--- config.mk ---
export PLATFORM = sky130hd
export DESIGN_NAME = sd_card_cmd_responder_flat
export DESIGN_NICKNAME = d
export VERILOG_FILES = /design/src/rtl/sd_card_cmd_responder_pkg.sv /design/src/rtl/sd_card_cmd_responder_if.sv /design/src/rtl/sd_card_cmd_responder_crc7.sv /design/src/rtl/sd_card_cmd_responder.sv /design/src/flat_wrapper.sv
export SDC_FILE = /design/constraint.sdc
export NUM_CORES = 1
export LEC_CHECK = 0
export BUFFER_PORTS_ARGS = -buffer_cell sky130_fd_sc_hd__buf_2
export CAP_MARGIN = 20
export CELL_PAD_IN_SITES_DETAIL_PLACEMENT = 1
export CELL_PAD_IN_SITES_GLOBAL_PLACEMENT = 1
export CORE_ASPECT_RATIO = 1.4
export CORE_MARGIN = 10
export CORE_UTILIZATION = 44
export DETAILED_ROUTE_END_ITERATION = 10
export PLACE_DENSITY_LB_ADDON = 0.1
export REMOVE_ABC_BUFFERS = 1
export SLEW_MARGIN = 30
export SYNTH_ARGS = -nofsm -noshare
export SYNTH_HDL_FRONTEND = slang
export SYNTH_SLANG_ARGS = --single-unit
export TNS_END_PERCENT = 10
--- constraint.sdc ---
create_clock -name clock -period 3.9 [get_ports clock]
set_input_delay 0.195 -clock clock [delete_from_list [all_inputs] [get_ports clock]]
set_output_delay 0.195 -clock clock [all_outputs]
set_load 0.05 [all_outputs]
--- src/rtl/sd_card_cmd_responder_pkg.sv ---
// Shared definitions for the SD card-side CMD line responder: FSM states,
// response type codes, frame lengths and the CRC7 step/response framing helpers.
package sd_card_cmd_responder_pkg;

    typedef enum logic [2:0] {
        ST_IDLE,
        ST_RX,
        ST_CHECK,
        ST_WAIT_RESP,
        ST_TX
    } state_e;

    typedef enum logic [1:0] {
        RESP_NONE      = 2'd0,
        RESP_R48       = 2'd1,
        RESP_R136      = 2'd2,
        RESP_R48_NOCRC = 2'd3
    } resp_type_e;

    localparam logic [6:0]  CRC7_POLY      = 7'h09;
    localparam logic [7:0]  CMD_FRAME_LEN  = 8'd48;
    localparam logic [7:0]  R48_FRAME_LEN  = 8'd48;
    localparam logic [7:0]  R136_FRAME_LEN = 8'd136;

    function automatic logic [6:0] crc7_step(input logic [6:0] rem, input logic din);
        logic fb;
        fb = rem[6] ^ din;
        return {rem[5:0], 1'b0} ^ (fb ? CRC7_POLY : 7'h00);
    endfunction

    // Left-aligned response bits ahead of the CRC field; R48 leaves the low 88 bits unused.
    function automatic logic [127:0] resp_frame_bits(input resp_type_e t, input logic [127:0] p);
        logic [5:0] idx;
        idx = (t == RESP_R48_NOCRC) ? 6'h3F : p[37:32];
        if (t == RESP_R136)
            return {2'b00, 6'h3F, p[127:8]};
        return {2'b00, idx, p[31:0], 88'd0};
    endfunction

endpackage

--- src/rtl/sd_card_cmd_responder_if.sv ---
// CMD line pins plus the command/response handshake between the responder and card logic.
interface sd_card_cmd_responder_if;
    logic         cmd_pin_in;
    logic         cmd_pin_out;
    logic         cmd_oe;
    logic         cmd_valid;
    logic [5:0]   cmd_index;
    logic [31:0]  cmd_arg;
    logic         crc_err;
    logic         frame_err;
    logic         resp_timeout;
    logic         resp_valid;
    logic         resp_ready;
    logic [1:0]   resp_type;
    logic [127:0] resp_payload;
    logic         busy;

    modport slave (
        input  cmd_pin_in, resp_valid, resp_type, resp_payload,
        output cmd_pin_out, cmd_oe, cmd_valid, cmd_index, cmd_arg,
               crc_err, frame_err, resp_timeout, resp_ready, busy
    );

    modport master (
        output cmd_pin_in, resp_valid, resp_type, resp_payload,
        input  cmd_pin_out, cmd_oe, cmd_valid, cmd_index, cmd_arg,
               crc_err, frame_err, resp_timeout, resp_ready, busy
    );
endinterface

--- src/rtl/sd_card_cmd_responder_crc7.sv ---
// Serial CRC7 (x^7+x^3+1); clear and enable in the same cycle restarts with the new bit.
module sd_card_cmd_responder_crc7
    import sd_card_cmd_responder_pkg::*;
(
    input  logic       clk,
    input  logic       rst,
    input  logic       clr,
    input  logic       en,
    input  logic       din,
    output logic [6:0] crc
);

    logic [6:0] rem_q;
    logic [6:0] rem_d;
    logic [6:0] base;

    always_comb begin
        base  = clr ? 7'h00 : rem_q;
        rem_d = en ? crc7_step(base, din) : base;
    end

    always_ff @(posedge clk) begin
        if (rst) rem_q <= '0;
        else     rem_q <= rem_d;
    end

    assign crc = rem_q;

endmodule

--- src/rtl/sd_card_cmd_responder.sv ---
// Card-side SD CMD line: receives 48-bit host commands, checks framing/CRC7,
// then serialises R48/R3/R136 responses after the NCR gap.
module sd_card_cmd_responder
    import sd_card_cmd_responder_pkg::*;
#(
    parameter int unsigned NCR_CYCLES    = 2,
    parameter int unsigned RESP_WAIT_MAX = 64
) (
    input  logic                    clock,
    input  logic                    reset,
    sd_card_cmd_responder_if.slave  bus
);

    localparam int unsigned WAIT_W = $clog2(RESP_WAIT_MAX + 1);

    state_e        state_q, state_d;
    logic [7:0]    bit_cnt_q, bit_cnt_d;
    logic [46:0]   rx_sr_q, rx_sr_d;
    logic [7:0]    ncr_q, ncr_d;
    logic [WAIT_W-1:0] wait_q, wait_d, wait_inc;
    logic          taken_q, taken_d;
    logic [127:0]  tx_sr_q, tx_sr_d;
    logic          tx_long_q, tx_long_d;
    logic          tx_nocrc_q, tx_nocrc_d;
    logic [7:0]    tx_cnt_q, tx_cnt_d;
    logic          cmd_pin_out_q, cmd_pin_out_d;
    logic          cmd_oe_q, cmd_oe_d;
    logic          cmd_valid_q, cmd_valid_d;
    logic [5:0]    cmd_index_q, cmd_index_d;
    logic [31:0]   cmd_arg_q, cmd_arg_d;
    logic          crc_err_q, crc_err_d;
    logic          frame_err_q, frame_err_d;
    logic          resp_timeout_q, resp_timeout_d;
    logic          resp_ready_q, resp_ready_d;
    logic          busy_q, busy_d;

    resp_type_e    rt_in;
    logic          handshake;
    logic          long_now;
    logic          nocrc_now;
    logic [127:0]  frame_now;
    logic [7:0]    tx_last;
    logic [7:0]    tx_data_len;
    logic [7:0]    tx_nxt;
    logic [2:0]    tx_crc_sel;

    logic          rx_crc_clr, rx_crc_en;
    logic          tx_crc_clr, tx_crc_en, tx_crc_din;
    logic [6:0]    rx_crc, tx_crc;

    sd_card_cmd_responder_crc7 u_rx_crc (
        .clk (clock),
        .rst (reset),
        .clr (rx_crc_clr),
        .en  (rx_crc_en),
        .din (bus.cmd_pin_in),
        .crc (rx_crc)
    );

    sd_card_cmd_responder_crc7 u_tx_crc (
        .clk (clock),
        .rst (reset),
        .clr (tx_crc_clr),
        .en  (tx_crc_en),
        .din (tx_crc_din),
        .crc (tx_crc)
    );

    always_comb begin
        state_d        = state_q;
        bit_cnt_d      = bit_cnt_q;
        rx_sr_d        = rx_sr_q;
        ncr_d          = (ncr_q == 8'hFF) ? ncr_q : ncr_q + 8'd1;
        wait_inc       = (wait_q == '1) ? wait_q : wait_q + 1'b1;
        wait_d         = wait_q;
        taken_d        = taken_q;
        tx_sr_d        = tx_sr_q;
        tx_long_d      = tx_long_q;
        tx_nocrc_d     = tx_nocrc_q;
        tx_cnt_d       = tx_cnt_q;
        cmd_pin_out_d  = cmd_pin_out_q;
        cmd_oe_d       = cmd_oe_q;
        cmd_valid_d    = 1'b0;
        cmd_index_d    = cmd_index_q;
        cmd_arg_d      = cmd_arg_q;
        crc_err_d      = 1'b0;
        frame_err_d    = 1'b0;
        resp_timeout_d = 1'b0;
        resp_ready_d   = resp_ready_q;
        rx_crc_clr     = 1'b0;
        rx_crc_en      = 1'b0;
        tx_crc_clr     = 1'b0;
        tx_crc_en      = 1'b0;
        tx_crc_din     = 1'b0;

        rt_in       = resp_type_e'(bus.resp_type);
        handshake   = resp_ready_q && bus.resp_valid;
        long_now    = taken_q ? tx_long_q  : (rt_in == RESP_R136);
        nocrc_now   = taken_q ? tx_nocrc_q : (rt_in == RESP_R48_NOCRC);
        frame_now   = handshake ? resp_frame_bits(rt_in, bus.resp_payload) : tx_sr_q;
        tx_last     = tx_long_q ? (R136_FRAME_LEN - 8'd1) : (R48_FRAME_LEN - 8'd1);
        tx_data_len = tx_last - 8'd7;
        tx_nxt      = tx_cnt_q + 8'd1;
        tx_crc_sel  = 3'(8'd6 + tx_data_len - tx_nxt);

        case (state_q)
            ST_IDLE: begin
                if (!bus.cmd_pin_in) begin
                    state_d    = ST_RX;
                    bit_cnt_d  = 8'd1;
                    rx_crc_clr = 1'b1;
                    rx_crc_en  = 1'b1;
                end
            end
            ST_RX: begin
                rx_sr_d   = {rx_sr_q[45:0], bus.cmd_pin_in};
                rx_crc_en = (bit_cnt_q < CMD_FRAME_LEN - 8'd8);
                bit_cnt_d = bit_cnt_q + 8'd1;
                if (bit_cnt_q == CMD_FRAME_LEN - 8'd1) begin
                    state_d = ST_CHECK;
                    ncr_d   = '0;
                end
            end
            ST_CHECK: begin
                if (!rx_sr_q[46] || !rx_sr_q[0]) begin
                    frame_err_d = 1'b1;
                    state_d     = ST_IDLE;
                end else if (rx_sr_q[7:1] != rx_crc) begin
                    crc_err_d = 1'b1;
                    state_d   = ST_IDLE;
                end else begin
                    cmd_valid_d  = 1'b1;
                    cmd_index_d  = rx_sr_q[45:40];
                    cmd_arg_d    = rx_sr_q[39:8];
                    state_d      = ST_WAIT_RESP;
                    resp_ready_d = 1'b1;
                    wait_d       = '0;
                    taken_d      = 1'b0;
                end
            end
            ST_WAIT_RESP: begin
                if (handshake && rt_in == RESP_NONE) begin
                    resp_ready_d = 1'b0;
                    state_d      = ST_IDLE;
                end else if (handshake || taken_q) begin
                    // Response may be accepted before the NCR gap expires; hold it until then.
                    resp_ready_d = 1'b0;
                    taken_d      = 1'b1;
                    if (handshake) begin
                        tx_sr_d    = frame_now;
                        tx_long_d  = long_now;
                        tx_nocrc_d = nocrc_now;
                    end
                    if (ncr_d >= 8'(NCR_CYCLES)) begin
                        state_d       = ST_TX;
                        taken_d       = 1'b0;
                        cmd_oe_d      = 1'b1;
                        cmd_pin_out_d = frame_now[127];
                        tx_sr_d       = frame_now << 1;
                        tx_cnt_d      = '0;
                        tx_crc_clr    = 1'b1;
                        tx_crc_en     = !long_now;
                        tx_crc_din    = frame_now[127];
                    end
                end else begin
                    wait_d = wait_inc;
                    if (wait_inc == WAIT_W'(RESP_WAIT_MAX)) begin
                        resp_timeout_d = 1'b1;
                        resp_ready_d   = 1'b0;
                        state_d        = ST_IDLE;
                    end
                end
            end
            ST_TX: begin
                if (tx_cnt_q == tx_last) begin
                    state_d       = ST_IDLE;
                    cmd_oe_d      = 1'b0;
                    cmd_pin_out_d = 1'b1;
                end else begin
                    tx_cnt_d = tx_nxt;
                    if (tx_nxt < tx_data_len) begin
                        cmd_pin_out_d = tx_sr_q[127];
                        tx_sr_d       = tx_sr_q << 1;
                        tx_crc_en     = !tx_long_q || (tx_nxt >= 8'd8);
                        tx_crc_din    = tx_sr_q[127];
                    end else if (tx_nxt < tx_last) begin
                        cmd_pin_out_d = tx_nocrc_q ? 1'b1 : tx_crc[tx_crc_sel];
                    end else begin
                        cmd_pin_out_d = 1'b1;
                    end
                end
            end
            default: state_d = ST_IDLE;
        endcase

        busy_d = (state_d != ST_IDLE);
    end

    always_ff @(posedge clock) begin
        if (reset) begin
            state_q        <= ST_IDLE;
            bit_cnt_q      <= '0;
            rx_sr_q        <= '0;
            ncr_q          <= '0;
            wait_q         <= '0;
            taken_q        <= 1'b0;
            tx_sr_q        <= '0;
            tx_long_q      <= 1'b0;
            tx_nocrc_q     <= 1'b0;
            tx_cnt_q       <= '0;
            cmd_pin_out_q  <= 1'b1;
            cmd_oe_q       <= 1'b0;
            cmd_valid_q    <= 1'b0;
            cmd_index_q    <= '0;
            cmd_arg_q      <= '0;
            crc_err_q      <= 1'b0;
            frame_err_q    <= 1'b0;
            resp_timeout_q <= 1'b0;
            resp_ready_q   <= 1'b0;
            busy_q         <= 1'b0;
        end else begin
            state_q        <= state_d;
            bit_cnt_q      <= bit_cnt_d;
            rx_sr_q        <= rx_sr_d;
            ncr_q          <= ncr_d;
            wait_q         <= wait_d;
            taken_q        <= taken_d;
            tx_sr_q        <= tx_sr_d;
            tx_long_q      <= tx_long_d;
            tx_nocrc_q     <= tx_nocrc_d;
            tx_cnt_q       <= tx_cnt_d;
            cmd_pin_out_q  <= cmd_pin_out_d;
            cmd_oe_q       <= cmd_oe_d;
            cmd_valid_q    <= cmd_valid_d;
            cmd_index_q    <= cmd_index_d;
            cmd_arg_q      <= cmd_arg_d;
            crc_err_q      <= crc_err_d;
            frame_err_q    <= frame_err_d;
            resp_timeout_q <= resp_timeout_d;
            resp_ready_q   <= resp_ready_d;
            busy_q         <= busy_d;
        end
    end

    assign bus.cmd_pin_out  = cmd_pin_out_q;
    assign bus.cmd_oe       = cmd_oe_q;
    assign bus.cmd_valid    = cmd_valid_q;
    assign bus.cmd_index    = cmd_index_q;
    assign bus.cmd_arg      = cmd_arg_q;
    assign bus.crc_err      = crc_err_q;
    assign bus.frame_err    = frame_err_q;
    assign bus.resp_timeout = resp_timeout_q;
    assign bus.resp_ready   = resp_ready_q;
    assign bus.busy         = busy_q;

endmodule
--- src/flat_wrapper.sv ---
// flat-port wrapper written by rule: the top's interface ports become plain ports
module sd_card_cmd_responder_flat import sd_card_cmd_responder_pkg::*;
#(
    parameter int unsigned NCR_CYCLES    = 2,
    parameter int unsigned RESP_WAIT_MAX = 64
)
  (clock, reset, bus_cmd_pin_in, bus_resp_valid, bus_resp_type, bus_resp_payload, bus_cmd_pin_out, bus_cmd_oe, bus_cmd_valid, bus_cmd_index, bus_cmd_arg, bus_crc_err, bus_frame_err, bus_resp_timeout, bus_resp_ready, bus_busy);
  sd_card_cmd_responder_if bus_i ();
  input  logic clock;
  input  logic reset;
  input wire logic [$bits(bus_i.cmd_pin_in)-1:0] bus_cmd_pin_in;
  input wire logic [$bits(bus_i.resp_valid)-1:0] bus_resp_valid;
  input wire logic [$bits(bus_i.resp_type)-1:0] bus_resp_type;
  input wire logic [$bits(bus_i.resp_payload)-1:0] bus_resp_payload;
  output wire logic [$bits(bus_i.cmd_pin_out)-1:0] bus_cmd_pin_out;
  output wire logic [$bits(bus_i.cmd_oe)-1:0] bus_cmd_oe;
  output wire logic [$bits(bus_i.cmd_valid)-1:0] bus_cmd_valid;
  output wire logic [$bits(bus_i.cmd_index)-1:0] bus_cmd_index;
  output wire logic [$bits(bus_i.cmd_arg)-1:0] bus_cmd_arg;
  output wire logic [$bits(bus_i.crc_err)-1:0] bus_crc_err;
  output wire logic [$bits(bus_i.frame_err)-1:0] bus_frame_err;
  output wire logic [$bits(bus_i.resp_timeout)-1:0] bus_resp_timeout;
  output wire logic [$bits(bus_i.resp_ready)-1:0] bus_resp_ready;
  output wire logic [$bits(bus_i.busy)-1:0] bus_busy;
  assign bus_i.cmd_pin_in = bus_cmd_pin_in;
  assign bus_i.resp_valid = bus_resp_valid;
  assign bus_i.resp_type = bus_resp_type;
  assign bus_i.resp_payload = bus_resp_payload;
  assign bus_cmd_pin_out = bus_i.cmd_pin_out;
  assign bus_cmd_oe = bus_i.cmd_oe;
  assign bus_cmd_valid = bus_i.cmd_valid;
  assign bus_cmd_index = bus_i.cmd_index;
  assign bus_cmd_arg = bus_i.cmd_arg;
  assign bus_crc_err = bus_i.crc_err;
  assign bus_frame_err = bus_i.frame_err;
  assign bus_resp_timeout = bus_i.resp_timeout;
  assign bus_resp_ready = bus_i.resp_ready;
  assign bus_busy = bus_i.busy;
  sd_card_cmd_responder #(.NCR_CYCLES(NCR_CYCLES), .RESP_WAIT_MAX(RESP_WAIT_MAX)) u_core (.clock(clock), .reset(reset), .bus(bus_i));
endmodule
==> results.yml, run 1 <==
logic_synthesis:
  synth_xor_area_frac: 0.01184
  yosys-top-cells-count: "390 x nand2_1, 272 x dfxtp_1, 250 x nor2_1, 181 x a21oi_1, 134 x mux2i_1"
  synth_ff_type: "dfxtp_1"
  synth_top_family_by_area: "compound AO/OA/AOI/OAI gates"
  synth_area_leaders: "dfxtp_1 37%, nand2_1 9.9%, mux2i_1 9.1%, nor2_1 6.3%, a21oi_1 6.1%"
  synth_area_mm2: 0.01479
  synth_edf_count: 0
  yosys.area.top_type_share: 0.3681
  synthAdderAreaFrac: 0.008458
  yosys_warnings: 0
  yosys.area.top_type: "dfxtp_1"
  yosys.cell_count.top_type: "nand2_1"
  avgSynthCellArea_um2: 7.906
  syn_inst: 1871
  synth_compound_area_frac: 0.2273
  synth-simple-area-share: 0.2097
  yosys_register_bits: 272
  muxShareOfSynthArea: 0.1183
  async_reset_ff_frac: 0
  ys_seq_area_frac: 0.3681
  synth.distinct_cells: 67
timing:
  final-max-slew-violation-count: 0
  rsz0062_at_grt: "false"
  skew_ps: 15.85
  hold_viol: 0
  tightest_slew_ps: 938.0
  setup_viol: 0
  fmax_ghz: 0.2985
  fin_crit_sh: 0.8589
  slew_headroom: 0.3747
  min_period_ps: 3350
setup_path:
  worst_ep_required_time_ps: 4390
  cp-end-kind: "flip-flop"
  crit_chain: "nand4_1, nor2_1, xor2_1, ha_1, nand2b_1, mux2i_1, o41a_1, nor4_4, buf_4, a21oi_4, buf_4, a211oi_1, a21oi_1, nor2_1"
  slowest_delay_ps: 490
  cp-start-kind: "flip-flop"
  critPathTopFamily: "simple AND/OR/NAND/NOR gates"
  cp_slowest_cell: "dfxtp_1"
  arrival_ps: 3840
  critical_path_class: "reg2reg"
  path_buf_inv: 2
  worstPathMaxFanout: 71
route:
  wl_per_cell_um: 17.95
  drc: 0
  via_count: 13882
  ant_nets: 0
  drtIter0Drc: 662
  drt_wl_total_mm: 43.20
  firstDrtPassIters: 6
  viasPerCell: 5.770
clocking:
  cts.sinks: 272
  cts-root-buf: "clkbuf_16"
  cts.path.max_buffers: 3
  clkLatencyLatePin_ps: 560
  h-tree-depth: 1
  cts_tree: "built"
  post_cts_resized: 0
  cts_buffers: 29
  path_clk_slew_ps: 60
floorplanning:
  core_mm2: 0.03321
  std_cell_rows: 79
  dieArea_mm2: 0.04146
  die_width_um: 175.0
  dieHeight_um: 237.0
  io_pins: 180
  start_util: 0.4454
flow_run:
  drv_cap: 0
min_path:
  holdCritPathClass: "in2reg"
placement:
  dpl.cell_count: 2349
  dp.final_hpwl_mm: 27.98
  place_congestion: 0.7694
  io_buffer_count: 179
power:
  peakVddDrop_mv: 0.3577
  power.density_mw_per_mm2: 366.8
  power_mw: 6.143
  power.leakage_nw: 5.818
grt:
  grt_pass1_wl_mm: 71.99
  overflow: 0
  antenna_found_initial: 4
  grt_pass1_vias: 14513
  grt_usage: 0.2007
  grt_max_degree: 124
status:
  run_status: "finished clean"
layout:
  layout.nets: 2083
  instances_no_fill: 2406
  layout-drive-gt1-share: 0.1648
  area_growth_pct: 13.22
## metal layers
layer	GRT usage	vias up	routed length, µm
met3	0.03329	61	1661
met1	0.2321	6807	18640
met4	0.04943	6	780
met2	0.3726	204	22080
met5	0	-	34
li1	-	6804	-
## metrics by stage
| step | setup WS, ps | util | setup TNS, ps | hold WS (ps) | cell area, µm² |
|---|---|---|---|---|---|
| 3_3_place_gp | 687.7 | 0.4743 | 0 | 435.8 | 15750 |
| 6_report | 550.4 | 0.5043 | 0 | 209.5 | 16750 |
| 2_1_floorplan | -2336 | - | -301630 | 261.9 | 13980 |
| 4_1_cts | 530.5 | 0.5041 | 0 | 193.2 | 16740 |
| 5_1_grt | 212.9 | 0.5042 | 0 | 242.9 | 16750 |
| 3_5_place_dp | 557.8 | 0.4743 | 0 | 444.3 | 15750 |
## worst reg2reg max path, cell delays in order, from the launching register on
cell and delay, ps:
dfxtp_1 490, nand4_1 160, nor2_1 140, xor2_1 240
ha_1 300, nand2b_1 90, mux2i_1 70, o41a_1 360
nor4_4 320, buf_4 210, a21oi_4 30, buf_4 360
a211oi_1 330, a21oi_1 70, nor2_1 110
## sequential cells by signal (all words and copies together) (netlist names), 3 cells and up
signal	flops
u_core.bit_cnt_q	8
u_core.bus.cmd_arg	32
u_core.bus.cmd_index	6
u_core.ncr_q	8
u_core.rx_sr_q	47
u_core.state_q	3
u_core.tx_cnt_q	8
u_core.tx_sr_q	128
u_core.u_rx_crc.crc	7
u_core.u_tx_crc.crc	7
u_core.wait_q	7
## where the power goes
part	switching, mW	internal, mW	total (mW)
logic	0.331	0.219	0.550
clock network	1.17	1.63	2.80
registers	0.0109	2.79	2.80
total	1.51	4.63	6.14
## final timing paths
kind	startpoint	slack (ps)	cells past startpoint	to
hold reg to reg	u_core.bus.cmd_arg[4]	450	2	u_core.bus.cmd_arg[4]
hold / removal	bus_resp_payload[70]	210	5	u_core.tx_sr_q[62]
setup reg to reg	u_core.tx_cnt_q[2]	550	14	u_core.tx_sr_q[117]
setup / recovery	u_core.tx_cnt_q[2]	550	14	u_core.tx_sr_q[117]
## kinds of logic (layout without fill, tap and decap cells)
logic type / Yosys count / count (layout)
muxes: 169 / 169
adders and majority gates: 10 / 10
xor gates and xnor gates: 20 / 20
and+or+nand+nor: 753 / 753
AOI/OAI and AO/OA: 474 / 474
other: 0 / 1
DFF: 272 / 272
buffers and inverters: 173 / 262
## cell type report
class,instances,area [µm²]
sequential,272,5445
inverter,5,18.77
fill,4162,16460
clock inverter,8,96.34
multi-input combinational,1426,8576
antenna,1,2.502
tap,445,556.8
clock buffer,44,852.1
timing repair buffer,205,1201
## what timing repair did
item | CTS | global route
hold endpoints to repair | 3 | 0
hold buffers | 4 | 0
setup buffers | 0 | 0
## layout by cell type (no fill, tap or decap), types with 8 or more instances in the layout
cell type | netlist | routed
a311oi_1 | 67 | 67
a22oi_1 | 89 | 89
o211ai_1 | 13 | 13
nand2_1 | 390 | 388
xor2_1 | 13 | 13
clkbuf_16 | 0 | 29
a311oi_2 | 25 | 25
nor2_1 | 250 | 250
ha_1 | 10 | 10
a21oi_1 | 181 | 181
a211oi_1 | 36 | 36
or3_1 | 15 | 15
clkbuf_1 | 111 | 8
clkbuf_8 | 0 | 8
a31oi_1 | 12 | 12
buf_2 | 27 | 178
buf_4 | 8 | 14
mux2_2 | 32 | 32
mux2i_1 | 134 | 134
nor3_1 | 19 | 18
dfxtp_1 | 272 | 272
nand3_1 | 27 | 27
o21ai_0 | 24 | 24
Note: power is estimated with default switching activity, not from simulation.
==> run 2: changes to the inputs <==
CORE_UTILIZATION = 45   (was 44)
CTS_BUF_LIST = sky130_fd_sc_hd__clkbuf_4   (was default)
PLACE_DENSITY = 0.82   (was default)
PLACE_DENSITY_LB_ADDON = default   (was 0.1)
==> run 2 against run 1 <==
Against the previous run: power is 0.47% lower; cell area is 0.66% higher; non-clock buffer count is 6 higher; via count is 2.9% higher; global-route usage is 0.81 points higher; critical path depth stayed put; largest power group unchanged.
==> results.yml, run 2 (same netlist as run 1, synthesis figures left out) <==
status:
  run_status: "finished clean"
timing:
  rsz0062_at_grt: "false"
  fin_setup_tns_ps: 0
  fmax_ghz: 0.2981
  timing.final.ws_setup_ps: 545.0
  hold_viol: 0
  holdWs_ps: 45.49
  slew_headroom: 0.3584
  fin_crit_sh: 0.8602
  final-max-slew-violation-count: 0
  tightest_slew_ps: 962.3
  setup_viol: 0
  skew_ps: 27.42
  min_period_ps: 3355
placement:
  place_congestion: 0.8533
  dpl.cell_count: 2348
  io_buffer_count: 179
  pre_cts_ws_ps: 288.5
  dp.final_hpwl_mm: 28.71
grt:
  grt_pass1_wl_mm: 72.66
  grt_max_degree: 165
  grt_usage: 0.2088
  overflow: 0
  antenna_found_initial: 5
  grt_pass1_vias: 15044
layout:
  final_cell_mix: "388 x nand2_1, 272 x dfxtp_1, 250 x nor2_1"
  layout-drive-gt1-share: 0.1946
  largest_register_ffs: 128
  layout.nets: 2131
  nFillCells: 4051
  regMostFlops: "u_core.tx_sr_q"
  instances_no_fill: 2478
  final_common_cell: "nand2_1"
  area_growth_pct: 13.96
route:
  wl_per_cell_um: 17.79
  drtIter0Drc: 870
  ant_nets: 0
  viasPerCell: 5.763
  via_count: 14281
  drt_wl_total_mm: 44.08
  drc: 0
  firstDrtPassIters: 6
clocking:
  post_cts_resized: 0
  path_clk_slew_ps: 70
  cts.sinks: 272
  h-tree-depth: 3
  clkLatencyLatePin_ps: 730
  cts_tree: "built"
  cts.path.max_buffers: 3
  cts-root-buf: "clkbuf_4"
  cts_buffers: 71
setup_path:
  cp-end-kind: "flip-flop"
  arrival_ps: 3940
  critical_path_class: "reg2reg"
  reg2reg_depth: 14
  worst_ep_required_time_ps: 4490
  cp-start-kind: "flip-flop"
  worstPathMaxFanout: 31
floorplanning:
  std_cell_rows: 78
  io_pins: 180
  core_mm2: 0.03240
  dieHeight_um: 234.5
  start_util: 0.4566
  die_width_um: 173.2
  dieArea_mm2: 0.04063
min_path:
  hold_path_depth: 5
  holdCritPathClass: "in2reg"
power:
  peakVddDrop_mv: 0.2214
  power.leakage_nw: 5.967
  power.density_mw_per_mm2: 362.6
flow_run:
  drv_cap: 0
## run 2: cell count changes in the layout (fill, tap and decap cells not counted), sizes merged
cell	delta
clkinv	+6
clkinvlp	-1
buf	+6
clkbuf	+60
diode	+2
inv	+1
bufinv	+3
## run 2: power by group
| group | internal [mW] | switching [mW] |
|---|---|---|
| clock network | 1.55 | 1.21 |
| logic | 0.224 | 0.335 |
| registers | 2.79 | 0.0106 |
## run 2: final cells by class
type | instances | area (µm²) | area share
flip-flops and latches | 272 | 5445 | 0.3230
diodes | 3 | 7.507 | 0.0004453
well taps | 440 | 550.5 | 0.03266
clock buffers | 104 | 780.7 | 0.04631
repair buffers | 211 | 1275 | 0.07563
multi-input cells | 1426 | 8584 | 0.5092
inverters | 5 | 18.77 | 0.001113
clock inverters | 17 | 196.4 | 0.01165
## run 2: stage by stage
step | power [mW] | cell area, µm² | util
final | 6.114 | 16860 | 0.5203
after global routing | 6.372 | 16860 | 0.5202
after CTS | 6.197 | 16810 | 0.5187
after detailed placement | 3.413 | 15790 | 0.4873
after global placement | 3.404 | 15790 | 0.4873
after floorplan | 3.216 | 13980 | -
## run 2: path summary, 6_finish.rpt
check / startpoint / end / slack [ps]
worst max-delay path: u_core.tx_cnt_q[4] / u_core.tx_sr_q[115] / 550
worst max register to register: u_core.tx_cnt_q[4] / u_core.tx_sr_q[115] / 550
worst min register to register: u_core.bus.cmd_arg[18] / u_core.bus.cmd_arg[18] / 450
worst min-delay path: bus_resp_payload[65] / u_core.tx_sr_q[58] / 50
## run 2: timing repair
item	4_1_cts	5_1_grt
hold buffers	4	0
buffers inserted	0	1
endpoints found under the setup margin	0	35
hold endpoints to repair	4	0
## run 2: critical path, stage by stage (launching register included)
cell	delay [ps]
dfxtp_1	520
nand4_1	200
nor2_1	150
xor2_1	270
ha_1	240
nand2_1	70
mux2i_1	170
o41a_1	220
nor4_4	60
buf_4	180
a21oi_4	420
buf_4	400
a211oi_1	90
a21oi_1	160
nor2_1	50
## run 2: routing by layer
metal	global-route usage	vias to the layer above	share of wire
met5	0	-	0.00077
met4	0.07967	4	0.022
met3	0.04362	72	0.046
met2	0.3839	323	0.51
met1	0.2329	6962	0.42
li1	-	6920	-
==> run 3: changes to the inputs <==
MAX_ROUTING_LAYER = met4   (was default)
==> run 3 against run 2 <==
Against the previous run: sequential share of layout area hardly changed; combinational power hardly changed; critical path depth stayed put; global-route usage is 0.60 points higher; largest cell class unchanged; worst hold slack better by 3.8 ps; fmax is 0.58% lower; highest routed layer is now met4; clock skew is 3.2 ps higher; setup slack worse by 20 ps; wire length is 0.10% higher.
==> results.yml, run 3 (same netlist as run 1, synthesis figures left out) <==
status:
  run_status: "finished clean"
route:
  drtIter0Drc: 833
  drc: 0
  viasPerCell: 5.753
  ant_nets: 0
  drt_wl_total_mm: 44.13
  wl_per_cell_um: 17.79
  via_count: 14267
  firstDrtPassIters: 5
floorplanning:
  std_cell_rows: 78
  start_util: 0.4566
  die_width_um: 173.2
  dieArea_mm2: 0.04063
  core_mm2: 0.03240
  dieHeight_um: 234.5
  io_pins: 180
power:
  power.leakage_nw: 5.967
  peakVddDrop_mv: 0.2203
  power_mw: 6.112
  power.density_mw_per_mm2: 362.4
timing:
  skew_ps: 30.64
  rsz0062_at_grt: "false"
  slew_headroom: 0.3644
  tightest_slew_ps: 953.4
  setup_viol: 0
  fin_setup_tns_ps: 0
  hold_viol: 0
  final-max-slew-violation-count: 0
  min_period_ps: 3375
  fmax_ghz: 0.2963
  fin_crit_sh: 0.8653
clocking:
  cts_buffers: 71
  cts.path.max_buffers: 3
  cts.sinks: 272
  cts_tree: "built"
  path_clk_slew_ps: 70
  h-tree-depth: 3
  post_cts_resized: 0
  clkLatencyLatePin_ps: 730
  cts-root-buf: "clkbuf_4"
min_path:
  holdCritPathClass: "in2reg"
layout:
  final_area_mm2: 0.01686
  instances_no_fill: 2480
  largest_register_ffs: 128
  area_growth_pct: 14.00
  layout.nets: 2131
  regMostFlops: "u_core.tx_sr_q"
  final_common_cell: "nand2_1"
  layout-drive-gt1-share: 0.1946
  final_cell_mix: "388 x nand2_1, 272 x dfxtp_1, 250 x nor2_1"
  nFillCells: 4051
  final_core_util: 0.5205
placement:
  io_buffer_count: 179
  place_congestion: 0.8662
  dp.final_hpwl_mm: 28.71
  place_area_mm2: 0.01579
  dpl.cell_count: 2348
setup_path:
  cp-start-kind: "flip-flop"
  worst_ep_required_time_ps: 4480
  crit_chain: "nand4_1, nor2_1, xor2_1, ha_1, nand2_1, mux2i_1, o41a_1, nor4_4, buf_4, a21oi_4, buf_4, a211oi_1, a21oi_1, nor2_1"
  path_buf_inv: 2
  cp-end-kind: "flip-flop"
  critPathTopFamily: "compound AO/OA/AOI/OAI gates"
  cp_slowest_cell: "dfxtp_1"
  critical_path_class: "reg2reg"
  worstPathMaxFanout: 31
  slowest_delay_ps: 520
  arrival_ps: 3960
grt:
  overflow: 0
  grt_pass1_vias: 15023
  antenna_found_initial: 5
  grt_usage: 0.2148
  grt_max_degree: 165
  grt_pass1_wl_mm: 72.66
flow_run:
  drv_cap: 0
-- run 3: changes by cell type in the layout (fill, tap and decap cells not counted) --
cell | previous run | this run
diode_2 | 3 | 5
-- run 3: layout make-up --
type                       instances  area [µm²]  area share
multi-input combinational       1426        8584      0.5091
sequential                       272        5445      0.3229
timing repair buffer             211        1275     0.07560
clock buffer                     104       780.7     0.04630
tap                              440       550.5     0.03265
clock inverter                    17       196.4     0.01165
inverter                           5       18.77    0.001113
antenna                            5       12.51   0.0007419
-- run 3: layer usage --
metal | vias to the layer above | share of wire | track usage
li1 | 6931 | - | -
met1 | 6968 | 0.42 | 0.2361
met5 | - | 0 | -
met3 | 64 | 0.040 | 0.03849
met2 | 304 | 0.52 | 0.3833
met4 | 0 | 0.019 | 0.07967
-- run 3: path summary, 6_finish.rpt --
path / startpoint / endpoint / slack [ps] / depth (start not counted)
max: u_core.tx_cnt_q[4] / u_core.tx_sr_q[115] / 530 / 14
min: bus_resp_payload[65] / u_core.tx_sr_q[58] / 50 / 5
max reg2reg: u_core.tx_cnt_q[4] / u_core.tx_sr_q[115] / 530 / 14
min reg2reg: u_core.bus.cmd_arg[18] / u_core.bus.cmd_arg[18] / 450 / 2
-- run 3: what timing repair did --
item                                    in CTS  in global routing
hold endpoints to repair                     4                  0
endpoints found under the setup margin       0                 33
setup buffers                                0                  1
hold buffers                                 4                  0
-- run 3: report_power, final --
group	total, mW	switching [mW]	internal, mW
sequential	2.80	0.0106	2.79
clock	2.76	1.21	1.55
combinational	0.559	0.334	0.224
total	6.11	1.55	4.56
-- run 3: metrics by stage --
step | hold slack (ps) | setup WS (ps)
floorplan | 261.9 | -2336
global placement | 435.3 | 583.7
detailed placement | 441.8 | 288.5
CTS | 16.35 | 245.3
global route | 66.77 | 195.6
finish | 49.27 | 525.3
-- run 3: worst min-delay path, stage by stage --
cell      delay [ps]
buf_2             90
a22oi_1          180
mux2i_1          100
nand2_1           60
a311oi_1          80
